File: src/rtl/wb_port_arbiter.sv
// Writeback port arbiter: shares the single register-file write port between
// requester A (execute result) and requester B (load result). Round-robin on
// conflict, one registered write per cycle, saturating conflict counter.
//
// state   | meaning
// --------+---------------------------------------------------------------
// LAST_A  | A was granted most recently; B wins the next conflict
// LAST_B  | B was granted most recently (also the reset state); A wins next
module wb_port_arbiter #(
  parameter int ADDR_W = 5,
  parameter int DATA_W = 32,
  parameter int CNT_W  = 8
) (
  input  logic              clk,
  input  logic              rst,
  input  logic              a_valid,
  input  logic [ADDR_W-1:0] a_addr,
  input  logic [DATA_W-1:0] a_data,
  output logic              a_ready,
  input  logic              b_valid,
  input  logic [ADDR_W-1:0] b_addr,
  input  logic [DATA_W-1:0] b_data,
  output logic              b_ready,
  input  logic              wr_stall,
  output logic              wr_en,
  output logic [ADDR_W-1:0] wr_addr,
  output logic [DATA_W-1:0] wr_data,
  output logic              wr_src,
  output logic [CNT_W-1:0]  conflict_cnt
);

  typedef enum logic {LAST_A = 1'b0, LAST_B = 1'b1} last_t;

  last_t             last_q;
  last_t             last_d;
  logic              grant_a;
  logic              grant_b;
  logic              granted;
  logic              conflict;
  logic [ADDR_W-1:0] sel_addr;
  logic [DATA_W-1:0] sel_data;

  // Round-robin state register; B is "last" out of reset so A wins first.
  always_ff @(posedge clk) begin
    if (rst) last_q <= LAST_B;
    else     last_q <= last_d;
  end

  // Grant decision, next round-robin state and winning address/data select.
  always_comb begin
    grant_a  = 1'b0;
    grant_b  = 1'b0;
    last_d   = last_q;
    sel_addr = a_addr;
    sel_data = a_data;
    conflict = a_valid && b_valid && !wr_stall && !rst;
    if (!rst && !wr_stall) begin
      if (a_valid && b_valid) begin
        if (last_q == LAST_B) grant_a = 1'b1;
        else                  grant_b = 1'b1;
      end else begin
        grant_a = a_valid;
        grant_b = b_valid;
      end
    end
    if (grant_b) begin
      last_d   = LAST_B;
      sel_addr = b_addr;
      sel_data = b_data;
    end else if (grant_a) begin
      last_d = LAST_A;
    end
  end

  assign a_ready = grant_a;
  assign b_ready = grant_b;
  assign granted = grant_a || grant_b;

  // Registered write port; x0 writes are consumed but never strobe the file,
  // and leave the held address/data untouched so only wr_src moves.
  always_ff @(posedge clk) begin
    if (rst) begin
      wr_en   <= 1'b0;
      wr_addr <= '0;
      wr_data <= '0;
      wr_src  <= 1'b0;
    end else begin
      wr_en <= granted && (sel_addr != '0);
      if (granted) begin
        wr_src <= grant_b;
        if (sel_addr != '0) begin
          wr_addr <= sel_addr;
          wr_data <= sel_data;
        end
      end
    end
  end

  // Conflict counter saturates at all-ones for performance debug.
  always_ff @(posedge clk) begin
    if (rst) begin
      conflict_cnt <= '0;
    end else if (conflict && (conflict_cnt != {CNT_W{1'b1}})) begin
      conflict_cnt <= conflict_cnt + CNT_W'(1);
    end
  end

endmodule

File: config.mk
export PLATFORM = sky130hd
export DESIGN_NAME = wb_port_arbiter
export DESIGN_NICKNAME = d
export VERILOG_FILES = /design/src/rtl/wb_port_arbiter.sv
export SDC_FILE = /design/constraint.sdc
export NUM_CORES = 1
export LEC_CHECK = 0
export BUFFER_PORTS_ARGS = -buffer_cell sky130_fd_sc_hd__buf_4
export CAP_MARGIN = 15
export CORE_ASPECT_RATIO = 1.1
export CORE_MARGIN = 1
export CORE_UTILIZATION = 51
export CTS_BUF_LIST = sky130_fd_sc_hd__clkbuf_8
export DETAILED_ROUTE_END_ITERATION = 16
export PLACE_DENSITY = 0.89
export SLEW_MARGIN = 20
export SYNTH_ARGS = -nofsm -noshare
export SYNTH_HDL_FRONTEND = slang
export SYNTH_SLANG_ARGS = --single-unit
File: constraint.sdc
create_clock -name clk -period 2.66 [get_ports clk]
set_input_delay 0.266 -clock clk [delete_from_list [all_inputs] [get_ports clk]]
set_output_delay 0.266 -clock clk [all_outputs]
set_load 0.1 [all_outputs]
==> flow_summary.ini, run 1 <==
[run_status]
status = complete, no violations

[yosys]
synth_top_area_share = 0.387
synth_area_mm2 = 0.00249
synth_adder_area_share = 0.00503
syn-num-nets = 313
synthFlopType = dfxtp_1
syn_avg_cell_area_um2 = 10.7
synth_edf_count = 0
yosysMostFrequentCell = mux2i_1
synth_xor_area_frac = 0.0106
synth_area_leaders = dfxtp_1 39%, mux2i_1 29%, nand2b_1 6.0%, or2b_2 4.6%, buf_12 3.2%
synthSimpleGateAreaFrac = 0.176
synth_top_area_cell = dfxtp_1
yosys_register_bits = 48
synth-compound-area-share = 0.0669
synthCells = 233
yosysSeqAreaShare = 0.387
synthArstFlopShare = 0
synth_common_cells = 72 x mux2i_1, 48 x dfxtp_1, 24 x nand2b_1, 13 x or2b_2, 7 x nor2_1
synth_mux_area_frac = 0.294
synth_top_family_by_area = multiplexers
ys_types = 41
yosysWarnings = 0

[die]
die_area_mm2 = 0.00516
ioPinCount = 128
rows = 26
start_util = 0.534
core_mm2 = 0.00465
die_w_um = 68.6
die_y_um = 75.2

[worst_setup_path]
criticalPathCategory = register to register
r2r_cells = 5
worstSetupEndpointType = register
cp.arrival_ns = 2.16
startpoint_type = register
reg2reg_from = last_q$_SDFFE_PP1P_
path_cells = a211o_4 > or4_4 > nand3_2 > buf_12 > mux2i_1
required_ns = 2.88
r2r_end = wr_data[27]$_SDFFE_PP0P_
slowest_stage = or4_4
critPathMaxStageDelay_ns = 0.51
worstPathMaxFanout = 36
rrSetupSlack_ns = 0.73

[sta]
slew_headroom = 0.608
drv_slew = 0
rsz0062_at_grt = no
setup_viol = 0
fmax_mhz = 518
finalSetupTns_ns = 0
tightest_slew_ns = 0.585
worst_slack_ns = 0.728
hold_viol = 0
skew_ns = 0.00508
min_period_over_period = 0.726
finalWorstPathRequiredPeriod_ns = 1.93

[placement]
hpwl_um = 4380
gp_congestion = 0.942
post_dp_cell_area_mm2 = 0.00342
port_buffers = 127
dp.cells = 406
dp_slack_ns = 0.558

[routing]
first_pass_iters = 4
wire_per_inst_um = 14.4
wirelength_um = 5970
dr_total_vias = 2148
drc = 0
drtAntennaViolNets = 0
drt_iter0_markers = 101
via_per_inst = 5.19

[clock_network]
clk_latency_ns = 0.30
clock_sinks = 48
cts_max_level = 2
cts_buffer_depth = 2
clk_pin_slew_ns = 0.09
cts_buffers = 5
cts_hold_buf = 0
cts_resized = 0
root_buffer = clkbuf_8
cts_setup_buffers = 0
cts_tree = done

[flow_run]
maxCapViolations = 0

[global_route]
grt_max_degree = 53
antenna_found_initial = 0
grt_use_total = 0.224
grt_pass1_wl_um = 8520
overflow = 0
grt_pass1_vias = 1881

[layout]
final_area_mm2 = 0.00353
drive_gt1_frac = 0.450
syn_to_final_growth_pct = 41.9
antennaDiodeCount = 0
fillerInstances = 357
instances_no_fill = 414
nets = 437

[hold_path]
min_to = wr_data[16]$_SDFFE_PP0P_
worstHoldStart = b_data[16]
hold_depth = 3
hp-class = input pin to register

[pwr]
vdd_drop_max_mv = 0.308
power.density_mw_per_mm2 = 557
p_leak_nw = 1.97
total_power_mw = 1.97
[per-layer routing]
layer,vias to the layer above,GRT usage,share of wire
met1,986,0.250,0.40
li1,1069,-,-
met5,-,0,0
met2,85,0.402,0.50
met4,0,0.0787,0.013
met3,8,0.0621,0.089
[cells by family (layout without fill, tap and decap cells)]
group / after synthesis / after routing
compound gates: 22 / 22
simple gates: 67 / 67
buf+inv: 19 / 144
flops: 48 / 48
xor+xnor: 3 / 3
fa+ha+maj: 1 / 1
mux: 73 / 73
[report_power, final]
part	total [mW]	leakage (nW)	internal, mW	switching (mW)
clock	0.519	0.0541	0.278	0.241
sequential	0.791	0.394	0.765	0.0257
combinational	0.656	1.52	0.205	0.451
total	1.97	1.97	1.25	0.718
[per-stage QoR]
| step | hold slack [ns] | util |
|---|---|---|
| floorplan | 0.449 | - |
| global placement | 0.446 | 0.734 |
| detailed placement | 0.452 | 0.734 |
| CTS | 0.233 | 0.758 |
| global route | 0.237 | 0.758 |
| finish | 0.237 | 0.758 |
[sequential cells by signal, summed over array words and instances, names as in the netlist]
| register | flops |
|---|---|
| wr_addr | 5 |
| wr_data | 32 |
| conflict_cnt | 8 |
| wr_src | 1 |
| wr_en | 1 |
| last_q | 1 |
[critical path, delay by kind of cell, from the launching register on]
family	cells	cell delay, ns
mux	1	0.24
buf+inv	1	0.25
compound gates	1	0.35
flops	1	0.38
simple gates	2	0.62
[final cells by class]
| type | count | area (um2) | area share |
|---|---|---|---|
| clock buffer | 5 | 68.8 | 0.0195 |
| clock inverter | 3 | 42.5 | 0.0121 |
| inverter | 6 | 22.5 | 0.00639 |
| multi-input combinational | 166 | 1370 | 0.390 |
| sequential | 48 | 961 | 0.272 |
| tap | 56 | 70.1 | 0.0199 |
| timing repair buffer | 130 | 988 | 0.280 |
[worst max-delay path by stage]
stage | startpoint | endpoint | slack (ns)
final | last_q$_SDFFE_PP1P_ | wr_data[27]$_SDFFE_PP0P_ | 0.73
after global routing | last_q$_SDFFE_PP1P_ | wr_data[25]$_SDFFE_PP0P_ | 0.65
after CTS | last_q$_SDFFE_PP1P_ | wr_data[27]$_SDFFE_PP0P_ | 0.72
after detailed placement | rst | wr_data[27]$_SDFFE_PP0P_ | 0.56
after global placement | rst | wr_data[2]$_SDFFE_PP0P_ | 0.64
after floorplan | conflict_cnt[0]$_SDFFE_PP0P_ | conflict_cnt[7]$_SDFFE_PP0P_ | 0.32
[cell usage in the layout, fill, tap and decap left out, drive strengths merged, types with 4 or more instances in the layout]
cell type	instances
a21oi	5
buf	130
clkbuf	5
dfxtp	48
inv	6
mux2i	72
nand2	5
nand2b	24
nand3	6
nor2	7
o21ai	5
or2b	13
or4	4
No activity file was read; power rests on OpenSTA's default activity.
==> inputs of run 2 (changes only) <==
Settings changed: ABC_AREA set to 1, CORE_UTILIZATION 51 to 43, PLACE_DENSITY 0.89 to 0.78.
Clock period 2.66 ns to 1.55 ns, I/O delays scaled along.
==> flow_summary.ini, run 2 <==
[global_route]
grt_pass1_wl_um = 11700
grt_pass1_vias = 2779
grt_use_total = 0.216
grt_max_degree = 45
antenna_found_initial = 0
overflow = 0

[sta]
hold_viol = 0
slew_headroom = 0.818
min_period_over_period = 1.01
fmax_mhz = 636
setup_viol = 18
finalWorstPathRequiredPeriod_ns = 1.57
rsz0062_at_grt = yes
whs_ns = 0.181
drv_slew = 0
worst_slack_ns = -0.0217
skew_ns = 0.00990
tightest_slew_ns = 0.271

[yosys]
yosysMostFrequentCell = nand2_1
synth_area_leaders = dfxtp_1 36%, nand2_1 22%, nand3_1 7.3%, nor2_1 7.1%, inv_1 6.8%
yosys_register_bits = 48
synth_area_mm2 = 0.00269
ys_types = 29
syn_avg_cell_area_um2 = 6.25
synth_edf_count = 0
syn-num-nets = 510
synthCells = 430
synth_common_cells = 156 x nand2_1, 51 x nor2_1, 49 x inv_1, 48 x dfxtp_1, 39 x nand3_1
synthFlopType = dfxtp_1
yosysWarnings = 0
synth_top_area_share = 0.357
yosysSeqAreaShare = 0.357
synth_top_area_cell = dfxtp_1
synthArstFlopShare = 0

[clock_network]
cts_buffer_depth = 2
clock_sinks = 48
cts_buffers = 5
root_buffer = clkbuf_8
cts_hold_buf = 0
cts_tree = done
clk_pin_slew_ns = 0.10
clk_latency_ns = 0.29
cts_max_level = 2

[routing]
wirelength_um = 7720
drt_iter0_markers = 137
via_per_inst = 4.73
dr_total_vias = 3025
drc = 0
drtAntennaViolNets = 0
wire_per_inst_um = 12.1
first_pass_iters = 4

[die]
rows = 29
die_w_um = 77.4
core_mm2 = 0.00591
start_util = 0.455
die_area_mm2 = 0.00657
ioPinCount = 128
die_y_um = 84.9

[worst_setup_path]
r2r_end = wr_data[22]$_SDFFE_PP0P_
cp.buffers_inverters = 3
rrSetupSlack_ns = -0.02
cp.arrival_ns = 1.76
critical_path.top_delay_family = simple AND/OR/NAND/NOR gates
criticalPathCategory = register to register
worstPathMaxFanout = 18
slowest_stage = dfxtp_2
required_ns = 1.74
r2r_cells = 10
path_cells = nand2_4 > buf_4 > nand4_1 > nand2_2 > nand3_4 > o21bai_4 > buf_12 > inv_6 > nor2_2 > nor2_1
startpoint_type = register
critPathMaxStageDelay_ns = 0.35
reg2reg_from = last_q$_SDFFE_PP1P_
worstSetupEndpointType = register

[layout]
final_cell_mix = 151 x nand2_1, 136 x buf_4, 49 x inv_1, 49 x nor2_1
largestRegisters = wr_data x32, conflict_cnt x8, wr_addr x5
syn_to_final_growth_pct = 50.1
nets = 642
postLayoutCoreUtil = 0.682
fillerInstances = 521
regMostFlops = wr_data
antennaDiodeCount = 0
final_area_mm2 = 0.00404
largest_reg_flops = 32
seqCellArea_um2 = 987
final_common_cell = nand2_1
multi_input_area_mm2 = 0.00147
drive_gt1_frac = 0.380

[placement]
hpwl_um = 5120
dp_slack_ns = -0.106
post_dp_cell_area_mm2 = 0.00378
port_buffers = 127
gp_congestion = 0.782

[pwr]
power.density_mw_per_mm2 = 838
vdd_drop_max_mv = 0.626
total_power_mw = 3.38
p_leak_nw = 2.18

[hold_path]
worstHoldStart = rst
min_to = wr_src$_SDFFE_PP0P_
hp-class = input pin to register
hold_depth = 3

[run_status]
status = complete, but fails checks
violations = negative setup slack

[flow_run]
maxCapViolations = 0
-- run 2: per-layer routing --
metal,vias up,wire length [um],part of all wire,GRT usage
met2,103,3900,0.51,0.406
li1,1567,-,-,-
met1,1345,3300,0.43,0.244
met3,10,405,0.052,0.0452
met5,-,0,0,0
met4,0,105,0.014,0.0600
-- run 2: power by group --
part | internal [mW] | leakage, nW | switching (mW)
combinational | 0.403 | 1.73 | 0.893
sequential | 1.30 | 0.398 | 0.0548
clock | 0.315 | 0.0455 | 0.414
total | 2.02 | 2.18 | 1.36
-- run 2: timing repair --
item	4_1_cts	5_1_grt
pin swaps	1	6
endpoints found under the setup margin	37	41
buffers inserted	0	2
resized for setup	11	12
gates cloned	0	4
-- run 2: area by class of cell --
cell class | instances | share of cell area
Multi-Input combinational cell | 308 | 0.365
Timing Repair Buffer | 142 | 0.284
Sequential cell | 48 | 0.245
Inverter | 55 | 0.0561
Tap cell | 77 | 0.0239
Clock buffer | 5 | 0.0171
Clock inverter | 3 | 0.00496
Timing Repair inverter | 2 | 0.00434
-- run 2: logic make-up (layout without fill, tap and decap cells) --
family,after synthesis,after routing,share of synthesized area
and+or+nand+nor,287,288,0.466
DFF,48,48,0.357
AOI/OAI and AO/OA,19,19,0.0465
adders and majority gates,1,1,0.00465
buffers and inverters,75,207,0.126
-- run 2: worst max-delay path by stage --
stage                        startpoint  depth (start not counted)                  endpoint
floorplan                           rst                          9   wr_addr[0]$_SDFFE_PP0P_
global placement                    rst                         10   wr_data[9]$_SDFFE_PP0P_
detailed placement                  rst                         10  wr_data[13]$_SDFFE_PP0P_
CTS                 last_q$_SDFFE_PP1P_                          5                   b_ready
global route        last_q$_SDFFE_PP1P_                         10  wr_data[22]$_SDFFE_PP0P_
finish              last_q$_SDFFE_PP1P_                         10  wr_data[22]$_SDFFE_PP0P_
-- run 2: per-stage QoR --
step,cells,setup TNS [ns]
after global routing,640,-2.66
after detailed placement,626,-2.37
after floorplan,430,-5.26
final,640,-0.137
after CTS,634,0
after global placement,626,-0.171
-- run 2: worst register-to-register path, cell delays in order, from the launching register on --
cell and delay [ns]:
dfxtp_2 0.35, nand2_4 0.07, buf_4 0.12, nand4_1 0.13, nand2_2 0.13, nand3_4 0.10
o21bai_4 0.18, buf_12 0.16, inv_6 0.10, nor2_2 0.09, nor2_1 0.05
==> inputs of run 3 (changes only) <==
Settings changed: CORE_UTILIZATION 43 to 48, PLACE_DENSITY 0.78 to 0.82.
Clock period 1.55 ns to 1.5 ns, I/O delays scaled along.
==> flow_summary.ini, run 3 (synthesized netlist as in run 2, its figures left out) <==
[run_status]
status = complete, but fails checks
violations = negative setup slack

[die]
ioPinCount = 128
start_util = 0.498
die_y_um = 80.5
rows = 28
core_mm2 = 0.00540
die_area_mm2 = 0.00591
die_w_um = 73.4

[flow_run]
maxCapViolations = 0

[clock_network]
clock_sinks = 48
cts_buffers = 5
cts_hold_buf = 0
clk_latency_ns = 0.31
cts_tree = done
root_buffer = clkbuf_8
clk_pin_slew_ns = 0.09
cts_buffer_depth = 2
cts_max_level = 2

[layout]
postLayoutCoreUtil = 0.768
largest_reg_flops = 32
antennaDiodeCount = 0
final_area_mm2 = 0.00414
final_cell_mix = 150 x nand2_1, 141 x buf_4, 49 x inv_1
largestRegisters = wr_data x32, conflict_cnt x8, wr_addr x5
drive_gt1_frac = 0.402
regMostFlops = wr_data
final_common_cell = nand2_1
nets = 649
syn_to_final_growth_pct = 54.0

[pwr]
vdd_drop_max_mv = 0.524
p_int_mw = 2.15
p_leak_nw = 2.22
power.share.clock = 0.226
swShare = 0.400
p_seq_frac = 0.392
p_switching_mw = 1.43
total_power_mw = 3.58
p_comb_frac = 0.382
power.density_mw_per_mm2 = 864

[routing]
drt_iter0_markers = 84
dr_total_vias = 3084
first_pass_iters = 4
drc = 0
via_per_inst = 4.78
wirelength_um = 7710
wire_per_inst_um = 12.0
drtAntennaViolNets = 0

[worst_setup_path]
startpoint_type = register
criticalPathCategory = register to register
required_ns = 1.71
cp.arrival_ns = 1.76
worstSetupEndpointType = register
worstPathMaxFanout = 18

[sta]
drv_slew = 0
rsz0062_at_grt = yes
skew_ns = 0.00272
finalWorstPathRequiredPeriod_ns = 1.55
worst_slack_ns = -0.0548
min_period_over_period = 1.04
setup_viol = 37
hold_viol = 0
tightest_slew_ns = 0.388
finalSetupTns_ns = -1.15
fmax_mhz = 643
slew_headroom = 0.740

[global_route]
antenna_found_initial = 0
overflow = 0
grt_pass1_wl_um = 11600
grt_max_degree = 36
grt_pass1_vias = 2657
grt_use_total = 0.252

[placement]
hpwl_um = 5180
post_dp_cell_area_mm2 = 0.00382
gp_congestion = 0.790
port_buffers = 127

[hold_path]
hp-class = input pin to register
run 3: path summary, 6_finish.rpt:
kind / startpoint / to / slack [ns] / cells past startpoint
min: rst / wr_addr[4]$_SDFFE_PP0P_ / 0.14 / 3
max: last_q$_SDFFE_PP1P_ / wr_data[4]$_SDFFE_PP0P_ / -0.05 / 10
min reg2reg: conflict_cnt[7]$_SDFFE_PP0P_ / conflict_cnt[7]$_SDFFE_PP0P_ / 0.46 / 2
max reg2reg: last_q$_SDFFE_PP1P_ / wr_data[4]$_SDFFE_PP0P_ / -0.05 / 10
run 3: cell type report:
cell class                 instances  area [um2]
fill                             450        1250
clock buffer                       6        82.6
timing repair buffer             149        1180
tap                               75        93.8
clock inverter                     2        11.3
inverter                          55         224
multi-input combinational        309        1540
sequential                        48         987
timing repair inverter             1        20.0
run 3: critical path: stages (launching register included):
cell,delay [ns]
dfxtp_2,0.34
nand2_4,0.11
buf_6,0.12
nand4_1,0.10
nand2_2,0.10
nand3_2,0.11
o21bai_4,0.19
buf_6,0.16
inv_16,0.07
nor2_2,0.08
nor2_1,0.05
run 3: power by group through the flow:
stage / registers [mW] / logic (mW) / clock network [mW]
4_1_cts: 1.40 / 1.32 / 0.808
3_3_place_gp: 1.42 / 1.28 / 0
6_report: 1.40 / 1.37 / 0.809
2_1_floorplan: 1.98 / 0.372 / 0
5_1_grt: 1.41 / 1.45 / 0.863
3_5_place_dp: 1.43 / 1.29 / 0
run 3: per-layer routing:
metal	share of wire	track usage	vias to the layer above
met4	0.010	0.0750	0
met2	0.55	0.470	98
met5	0	0	-
li1	-	-	1582
met3	0.058	0.0565	9
met1	0.38	0.280	1395
run 3: metrics by stage:
stage,instances,setup WS [ns],hold WS [ns]
floorplan,430,-0.217,0.219
global placement,628,-0.0505,0.443
detailed placement,628,-0.136,0.448
CTS,639,-0.000901,0.144
global route,645,-0.121,0.149
finish,645,-0.0548,0.143
run 3: what timing repair did:
item	4_1_cts	5_1_grt
pin swaps	2	6
endpoints found under the setup margin	37	41
cloned	1	2
buffers inserted	2	4
resized for setup	13	24
